**src/rtl/rtype_decode_stage_pkg.sv**
```systemverilog
// Shared definitions for the R-type issue stage: instruction layout, funct codes
// and the legality rule used when deciding whether the ALU may write rd.
package rtype_decode_stage_pkg;

    localparam int DATA_W_DEF = 32;
    localparam int REG_AW_DEF = 5;
    localparam int INSTR_W    = 32;

    localparam logic [5:0] OPC_RTYPE = 6'b000000;

    localparam int OPC_LSB   = 26;
    localparam int RS_LSB    = 21;
    localparam int RT_LSB    = 16;
    localparam int RD_LSB    = 11;
    localparam int SHAMT_LSB = 6;
    localparam int FUNCT_LSB = 0;

    typedef enum logic [5:0] {
        FN_ADD   = 6'b001001,
        FN_SUB   = 6'b001010,
        FN_SHIFT = 6'b100001,
        FN_OR    = 6'b100101
    } funct_e;

    typedef struct packed {
        logic [5:0] opcode;
        logic [4:0] rs;
        logic [4:0] rt;
        logic [4:0] rd;
        logic [4:0] shamt;
        logic [5:0] funct;
    } rtype_fields_t;

    function automatic rtype_fields_t unpack_instr(input logic [INSTR_W-1:0] w);
        rtype_fields_t f;
        f.opcode = w[OPC_LSB   +: 6];
        f.rs     = w[RS_LSB    +: 5];
        f.rt     = w[RT_LSB    +: 5];
        f.rd     = w[RD_LSB    +: 5];
        f.shamt  = w[SHAMT_LSB +: 5];
        f.funct  = w[FUNCT_LSB +: 6];
        return f;
    endfunction

    function automatic logic is_legal(input rtype_fields_t f);
        return (f.opcode == OPC_RTYPE) &&
               (f.funct inside {FN_ADD, FN_SUB, FN_SHIFT, FN_OR});
    endfunction

endpackage

```
**src/rtl/rtype_reg_file.sv**
```systemverilog
// 2-read / 1-write register file with r0 hardwired to zero.
// Reads are combinational; the write lands at the rising edge.
module rtype_reg_file
    import rtype_decode_stage_pkg::*;
#(
    parameter int DATA_W = DATA_W_DEF,
    parameter int REG_AW = REG_AW_DEF
) (
    input  logic              clk,
    input  logic              rst_n,
    input  logic [REG_AW-1:0] rs_addr,
    input  logic [REG_AW-1:0] rt_addr,
    output logic [DATA_W-1:0] rs_data,
    output logic [DATA_W-1:0] rt_data,
    input  logic              we,
    input  logic [REG_AW-1:0] waddr,
    input  logic [DATA_W-1:0] wdata
);

    localparam int NREGS = 2 ** REG_AW;

    logic [DATA_W-1:0] mem [NREGS];

    always_ff @(posedge clk or negedge rst_n) begin
        if (!rst_n) begin
            for (int i = 0; i < NREGS; i++) mem[i] <= '0;
        end else if (we && waddr != '0) begin
            mem[waddr] <= wdata;
        end
    end

    assign rs_data = (rs_addr == '0) ? '0 : mem[rs_addr];
    assign rt_data = (rt_addr == '0) ? '0 : mem[rt_addr];

endmodule

```
**src/rtl/rtype_decode_stage.sv**
```systemverilog
// Issue stage ahead of the R-type ALU: decodes the instruction, reads operands with
// write-back bypass and holds them in a single output register for the ALU.
module rtype_decode_stage
    import rtype_decode_stage_pkg::*;
#(
    parameter int DATA_W = DATA_W_DEF,
    parameter int REG_AW = REG_AW_DEF
) (
    input  logic               clk,
    input  logic               rst_n,
    input  logic               in_valid,
    output logic               in_ready,
    input  logic [INSTR_W-1:0] instr,
    input  logic               wb_en,
    input  logic [REG_AW-1:0]  wb_addr,
    input  logic [DATA_W-1:0]  wb_data,
    output logic               out_valid,
    input  logic               out_ready,
    output logic [DATA_W-1:0]  Rs_Data,
    output logic [DATA_W-1:0]  Rt_Data,
    output logic [4:0]         shamt,
    output logic [5:0]         funct,
    output logic [REG_AW-1:0]  rd_addr,
    output logic               illegal
);

    rtype_fields_t     f;
    logic              legal;
    logic              accept;
    logic [REG_AW-1:0] rs_a, rt_a;
    logic [DATA_W-1:0] rs_rf, rt_rf;
    logic [DATA_W-1:0] rs_next, rt_next;
    logic [REG_AW-1:0] held_rs, held_rt;
    logic              held_rs_hit, held_rt_hit;

    assign f      = unpack_instr(instr);
    assign legal  = is_legal(f);
    assign rs_a   = REG_AW'(f.rs);
    assign rt_a   = REG_AW'(f.rt);

    assign in_ready = !out_valid || out_ready;
    assign accept   = in_valid && in_ready;

    rtype_reg_file #(
        .DATA_W (DATA_W),
        .REG_AW (REG_AW)
    ) u_rf (
        .clk     (clk),
        .rst_n   (rst_n),
        .rs_addr (rs_a),
        .rt_addr (rt_a),
        .rs_data (rs_rf),
        .rt_data (rt_rf),
        .we      (wb_en),
        .waddr   (wb_addr),
        .wdata   (wb_data)
    );

    // A write landing on the same edge as the read must be visible to the operand.
    assign rs_next = (wb_en && wb_addr == rs_a && rs_a != '0) ? wb_data : rs_rf;
    assign rt_next = (wb_en && wb_addr == rt_a && rt_a != '0) ? wb_data : rt_rf;

    assign held_rs_hit = wb_en && wb_addr == held_rs && held_rs != '0;
    assign held_rt_hit = wb_en && wb_addr == held_rt && held_rt != '0;

    always_ff @(posedge clk or negedge rst_n) begin
        if (!rst_n) begin
            out_valid <= 1'b0;
            Rs_Data   <= '0;
            Rt_Data   <= '0;
            shamt     <= '0;
            funct     <= '0;
            rd_addr   <= '0;
            illegal   <= 1'b0;
            held_rs   <= '0;
            held_rt   <= '0;
        end else if (accept) begin
            out_valid <= 1'b1;
            Rs_Data   <= rs_next;
            Rt_Data   <= rt_next;
            shamt     <= f.shamt;
            funct     <= f.funct;
            rd_addr   <= legal ? REG_AW'(f.rd) : '0;
            illegal   <= !legal;
            held_rs   <= rs_a;
            held_rt   <= rt_a;
        end else if (out_ready) begin
            out_valid <= 1'b0;
        end else if (out_valid) begin
            // Stalled: keep held operands coherent with the register file.
            if (held_rs_hit) Rs_Data <= wb_data;
            if (held_rt_hit) Rt_Data <= wb_data;
        end
    end

endmodule

```
**config.mk**
```make
export PLATFORM = sky130hd
export DESIGN_NAME = rtype_decode_stage
export DESIGN_NICKNAME = d
export VERILOG_FILES = /design/src/rtl/rtype_decode_stage_pkg.sv /design/src/rtl/rtype_reg_file.sv /design/src/rtl/rtype_decode_stage.sv
export SDC_FILE = /design/constraint.sdc
export NUM_CORES = 2
export LEC_CHECK = 0
export ABC_AREA = 0
export CELL_PAD_IN_SITES_DETAIL_PLACEMENT = 1
export CELL_PAD_IN_SITES_GLOBAL_PLACEMENT = 2
export CORE_MARGIN = 1.5
export CORE_UTILIZATION = 30
export CTS_CLUSTER_DIAMETER = 80
export DETAILED_ROUTE_END_ITERATION = 16
export PLACE_DENSITY_LB_ADDON = 0.12
export SLEW_MARGIN = 20
export SYNTH_ARGS = -nofsm -noshare
export SYNTH_HDL_FRONTEND = slang
export SYNTH_SLANG_ARGS = --single-unit
```
**constraint.sdc**
```tcl
create_clock -name clk -period 2.5 [get_ports clk]
set_input_delay 0.375 -clock clk [delete_from_list [all_inputs] [get_ports clk]]
set_output_delay 0.375 -clock clk [all_outputs]
set_load 0.01 [all_outputs]
```
==> flow_metrics.tcl <==
set metrics [dict create \
    status "finished, final reports clean" \
    power.switching_fraction 0.281 \
    p_sw_mw 15.9 \
    final_cells 6700 \
    h-tree-depth 4 \
    floorplan.initialDensity 0.302 \
    n_fill_cell 19100 \
    timing.hold.worst.class "input pin to asynchronous set/reset pin" \
    drt-total-wl_um 230000 \
    relSlewSlack 0.523 \
    crit-reg2reg-capture "Rs_Data[9]$_DFFE_PN0P_" \
    worst_ep_arrival_time_ns 1.99 \
    route.detailed.vias_per_inst 5.63 \
    clk_latency_ns 0.82 \
    synth_seq_cells 1116 \
    tritoncts_num_sinks 1116 \
    mean_post_synth_cell_area_sq_um 15.4 \
    asyncSetResetFlopFracSynth 1.00 \
    dp.final_hpwl_um 152000 \
    finished_core_util 0.375 \
    synth_enable_flop_cells 0 \
    synth-main-ff-cell "sky130_fd_sc_hd__dfrtp_1" \
    grt_pass1_vias 40200 \
    post-route-drc-count 0 \
    dieWidth_um 441 \
    critPathBufInv 1 \
    power.sequential.fraction 0.432 \
    number_of_buffers_inserted_during_clock_tree_synthesis 143 \
    layout.nets 4157 \
    worst-r2r-cell-count 7 \
    total_setup_violations_reported_at_the_end_of_the_flow 0 \
    grt_start_max_net_pins 102 \
    layout_min_cycle_time_ns 2.36 \
    cts_root_buf "sky130_fd_sc_hd__clkbuf_16" \
    grt_remaining_overflow 0 \
    number_of_instances_in_the_synthesized_netlist 3725 \
    post_route_cells_drive_above_1_share 0.535 \
    antenna_found_initial 3 \
    critical-path-max-stage-delay_ns 0.63 \
    share_clk_of_total_power 0.366 \
    final_antenna_net_count 0 \
    ios 157 \
    placed_cell_area_sq_um 66600 \
    post-route-cell-area_sq_um 71200 \
    worstPathCellList "clkdlybuf4s50_1" \
    multi_input_comb_area_sq_um 27900 \
    p_leak_nw 30.5 \
    timing.setup.critical_path_class "flip-flop to output pin" \
    worstPathMaxFanout 2 \
    ff2ff_setup_slack_ns 0.34 \
    area.growth.synth_to_final_pct 23.9 \
    maxCapViolations 0 \
    placement.io_buffers 156 \
    mappedNetlistArea_sq_um 57500 \
    required_ns 2.12 \
    ys_top_cells_by_area "sky130_fd_sc_hd__dfrtp_1 (49%), sky130_fd_sc_hd__mux4_2 (20%), sky130_fd_sc_hd__mux2_2 (19%), sky130_fd_sc_hd__mux2_1 (1.8%), sky130_fd_sc_hd__a22oi_1 (1.7%)" \
    count_of_inserted_antenna_diode_cells 0 \
    fin_tns_setup_ns 0 \
    critPathTopFamily "buffers and inverters" \
    rsz0062_at_grt "false" \
    drtIter0Drc 2421 \
    grt_first_pass_wirelength_um 329000 \
    timing.critical_path.slowest_stage_cell "sky130_fd_sc_hd__clkdlybuf4s50_1" \
    floorplan.rows 160 \
    clock-skew-final_ns 0.0323 \
    timing.rr.start "out_valid$_DFFE_PN0P_" \
    synthesis.nets 3799 \
    report.final.slew_viol_count 0 \
    yosys.area.top_type_share 0.486 \
    ys_types 48 \
    ys.warnings.count 0 \
    cp_num_cells 1 \
    longest_clk_path_bufs 3 \
    power.total_mw 56.5 \
    design.die.area_sq_um 194000 \
    worst_ir_drop_on_vdd_mv 0.513 \
    num_vias 37800 \
    dp_cells 6448 \
    fmax_mhz 423 \
    synth_sequential_area_ratio 0.486 \
    worst_slew_pin_slew_ns 0.715 \
    worst_setup_path_end_kind "output pin" \
    timing.critical_path.from_type "flip-flop" \
    tritoncts "built" \
    finalCritPeriodShare 0.945 \
    synth_top_area_cell "sky130_fd_sc_hd__dfrtp_1" \
    power_density_nw_per_um2 793 \
    grt_use_total 0.239 \
    internal_power_mw 40.6 \
    clk_transition_reported_paths_ns 0.06 \
    share_comb_of_total_power 0.202 \
    finalHoldViolCount 0 \
    drt_first_pass_iters 5 \
    core_region_area_sq_um 190000 \
    wl_per_cell_um 34.4 \
    vert_die_dim_um 441 \
    globalplace.congestion 0.804 \
    regArea_sq_um 27900 \
]
-- placed cells by master (no fill, tap or decap), types with 9 or more instances in the layout --
master / instances
sky130_fd_sc_hd__clkinv_2: 17
sky130_fd_sc_hd__clkbuf_1: 39
sky130_fd_sc_hd__a221o_1: 64
sky130_fd_sc_hd__mux2_1: 92
sky130_fd_sc_hd__clkbuf_16: 144
sky130_fd_sc_hd__nor2b_1: 26
sky130_fd_sc_hd__buf_4: 292
sky130_fd_sc_hd__nor2_1: 13
sky130_fd_sc_hd__xor2_1: 11
sky130_fd_sc_hd__nor4_1: 34
sky130_fd_sc_hd__a22oi_1: 128
sky130_fd_sc_hd__dfrtp_1: 1113
sky130_fd_sc_hd__a211oi_1: 28
sky130_fd_sc_hd__nand2_1: 88
sky130_fd_sc_hd__a22o_1: 37
sky130_fd_sc_hd__nor2_4: 18
sky130_fd_sc_hd__buf_12: 190
sky130_fd_sc_hd__mux4_2: 512
sky130_fd_sc_hd__clkdlybuf4s50_1: 148
sky130_fd_sc_hd__xnor2_1: 9
sky130_fd_sc_hd__nand2_4: 15
sky130_fd_sc_hd__o22ai_1: 56
sky130_fd_sc_hd__mux2_2: 975
sky130_fd_sc_hd__nor3_1: 11
sky130_fd_sc_hd__clkbuf_8: 31
-- logic make-up after synthesis --
group	share of synthesized area
multiplexers	0.410
XOR/XNOR	0.00305
AO/OA/AOI/OAI	0.0470
flip-flops	0.486
buffers and inverters	0.0336
AND/OR/NAND/NOR	0.0206
-- synth_stat cells, types with 3 or more instances --
| cell | instances |
|---|---|
| sky130_fd_sc_hd__or2_2 | 3 |
| sky130_fd_sc_hd__and2_1 | 3 |
| sky130_fd_sc_hd__buf_2 | 92 |
| sky130_fd_sc_hd__a211oi_1 | 28 |
| sky130_fd_sc_hd__nand3_1 | 4 |
| sky130_fd_sc_hd__a22o_1 | 37 |
| sky130_fd_sc_hd__dfrtp_1 | 1116 |
| sky130_fd_sc_hd__nor4_1 | 34 |
| sky130_fd_sc_hd__o211ai_1 | 6 |
| sky130_fd_sc_hd__xnor2_1 | 9 |
| sky130_fd_sc_hd__nor3b_1 | 5 |
| sky130_fd_sc_hd__a22oi_1 | 128 |
| sky130_fd_sc_hd__nand3b_1 | 7 |
| sky130_fd_sc_hd__nor2_1 | 31 |
| sky130_fd_sc_hd__buf_1 | 64 |
| sky130_fd_sc_hd__nand2b_1 | 4 |
| sky130_fd_sc_hd__o22ai_1 | 56 |
| sky130_fd_sc_hd__a221o_1 | 64 |
| sky130_fd_sc_hd__o22a_1 | 6 |
| sky130_fd_sc_hd__mux4_2 | 512 |
| sky130_fd_sc_hd__buf_6 | 22 |
| sky130_fd_sc_hd__nor3_1 | 11 |
| sky130_fd_sc_hd__xor2_1 | 11 |
| sky130_fd_sc_hd__clkbuf_1 | 235 |
| sky130_fd_sc_hd__nand2_1 | 105 |
| sky130_fd_sc_hd__mux2_1 | 92 |
| sky130_fd_sc_hd__nor2b_1 | 28 |
| sky130_fd_sc_hd__buf_4 | 11 |
| sky130_fd_sc_hd__mux2_2 | 975 |
| sky130_fd_sc_hd__a21oi_1 | 5 |
-- per-layer routing --
layer	vias to the layer above	part of all wire	GRT usage
met5	-	0	0
met4	0	0.029	0.0708
met3	282	0.036	0.0311
met2	879	0.47	0.382
met1	21300	0.46	0.340
li1	15300	-	-
-- through the flow --
stage               setup WS, ns  hold slack (ns)
global route              0.0677           0.0926
finish                     0.137            0.115
global placement          -0.436            0.363
CTS                       0.0307           0.0509
floorplan                  0.140           0.0794
detailed placement        -0.400            0.370
-- flip-flops by register name (all words and copies together), names as in the netlist --
name and flops:
Rs_Data 32, Rt_Data 32, funct 6, held_rs 5
held_rt 5, illegal 1, out_valid 1, rd_addr 5
shamt 5, u_rf.mem 1024
-- worst max path at each step --
| stage | start | to | slack, ns |
|---|---|---|---|
| 2_1_floorplan | instr[23] | Rs_Data[27]$_DFFE_PN0P_ | 0.14 |
| 6_report | Rt_Data[8]$_DFFE_PN0P_ | Rt_Data[8] | 0.14 |
| 4_1_cts | Rt_Data[8]$_DFFE_PN0P_ | Rt_Data[8] | 0.03 |
| 3_5_place_dp | instr[25] | Rs_Data[5]$_DFFE_PN0P_ | -0.40 |
| 5_1_grt | Rt_Data[8]$_DFFE_PN0P_ | Rt_Data[8] | 0.07 |
| 3_3_place_gp | instr[25] | Rs_Data[31]$_DFFE_PN0P_ | -0.44 |
-- layout make-up --
cell class | count | share of cell area
clock buffers | 214 | 0.0586
inverters | 3 | 0.000158
repair buffers | 638 | 0.106
multi-input cells | 2181 | 0.392
clock inverters | 37 | 0.00632
well taps | 2511 | 0.0441
flip-flops and latches | 1116 | 0.392
-- timing repair --
item                       4_1_cts  5_1_grt
gates resized for setup          4        0
setup buffers                    0        0
setup endpoints to repair        4        0
hold endpoints to repair       142        0
hold buffers                     1        0
-- power by group through the flow --
stage | Combinational (mW) | Sequential (mW) | Clock, mW
3_3_place_gp | 11.3 | 24.6 | 0
2_1_floorplan | 7.68 | 23.4 | 0
4_1_cts | 11.5 | 24.4 | 21.3
5_1_grt | 12.2 | 24.9 | 22.0
3_5_place_dp | 11.5 | 24.7 | 0
6_report | 11.4 | 24.4 | 20.7
(Power assumes the default switching activity.)
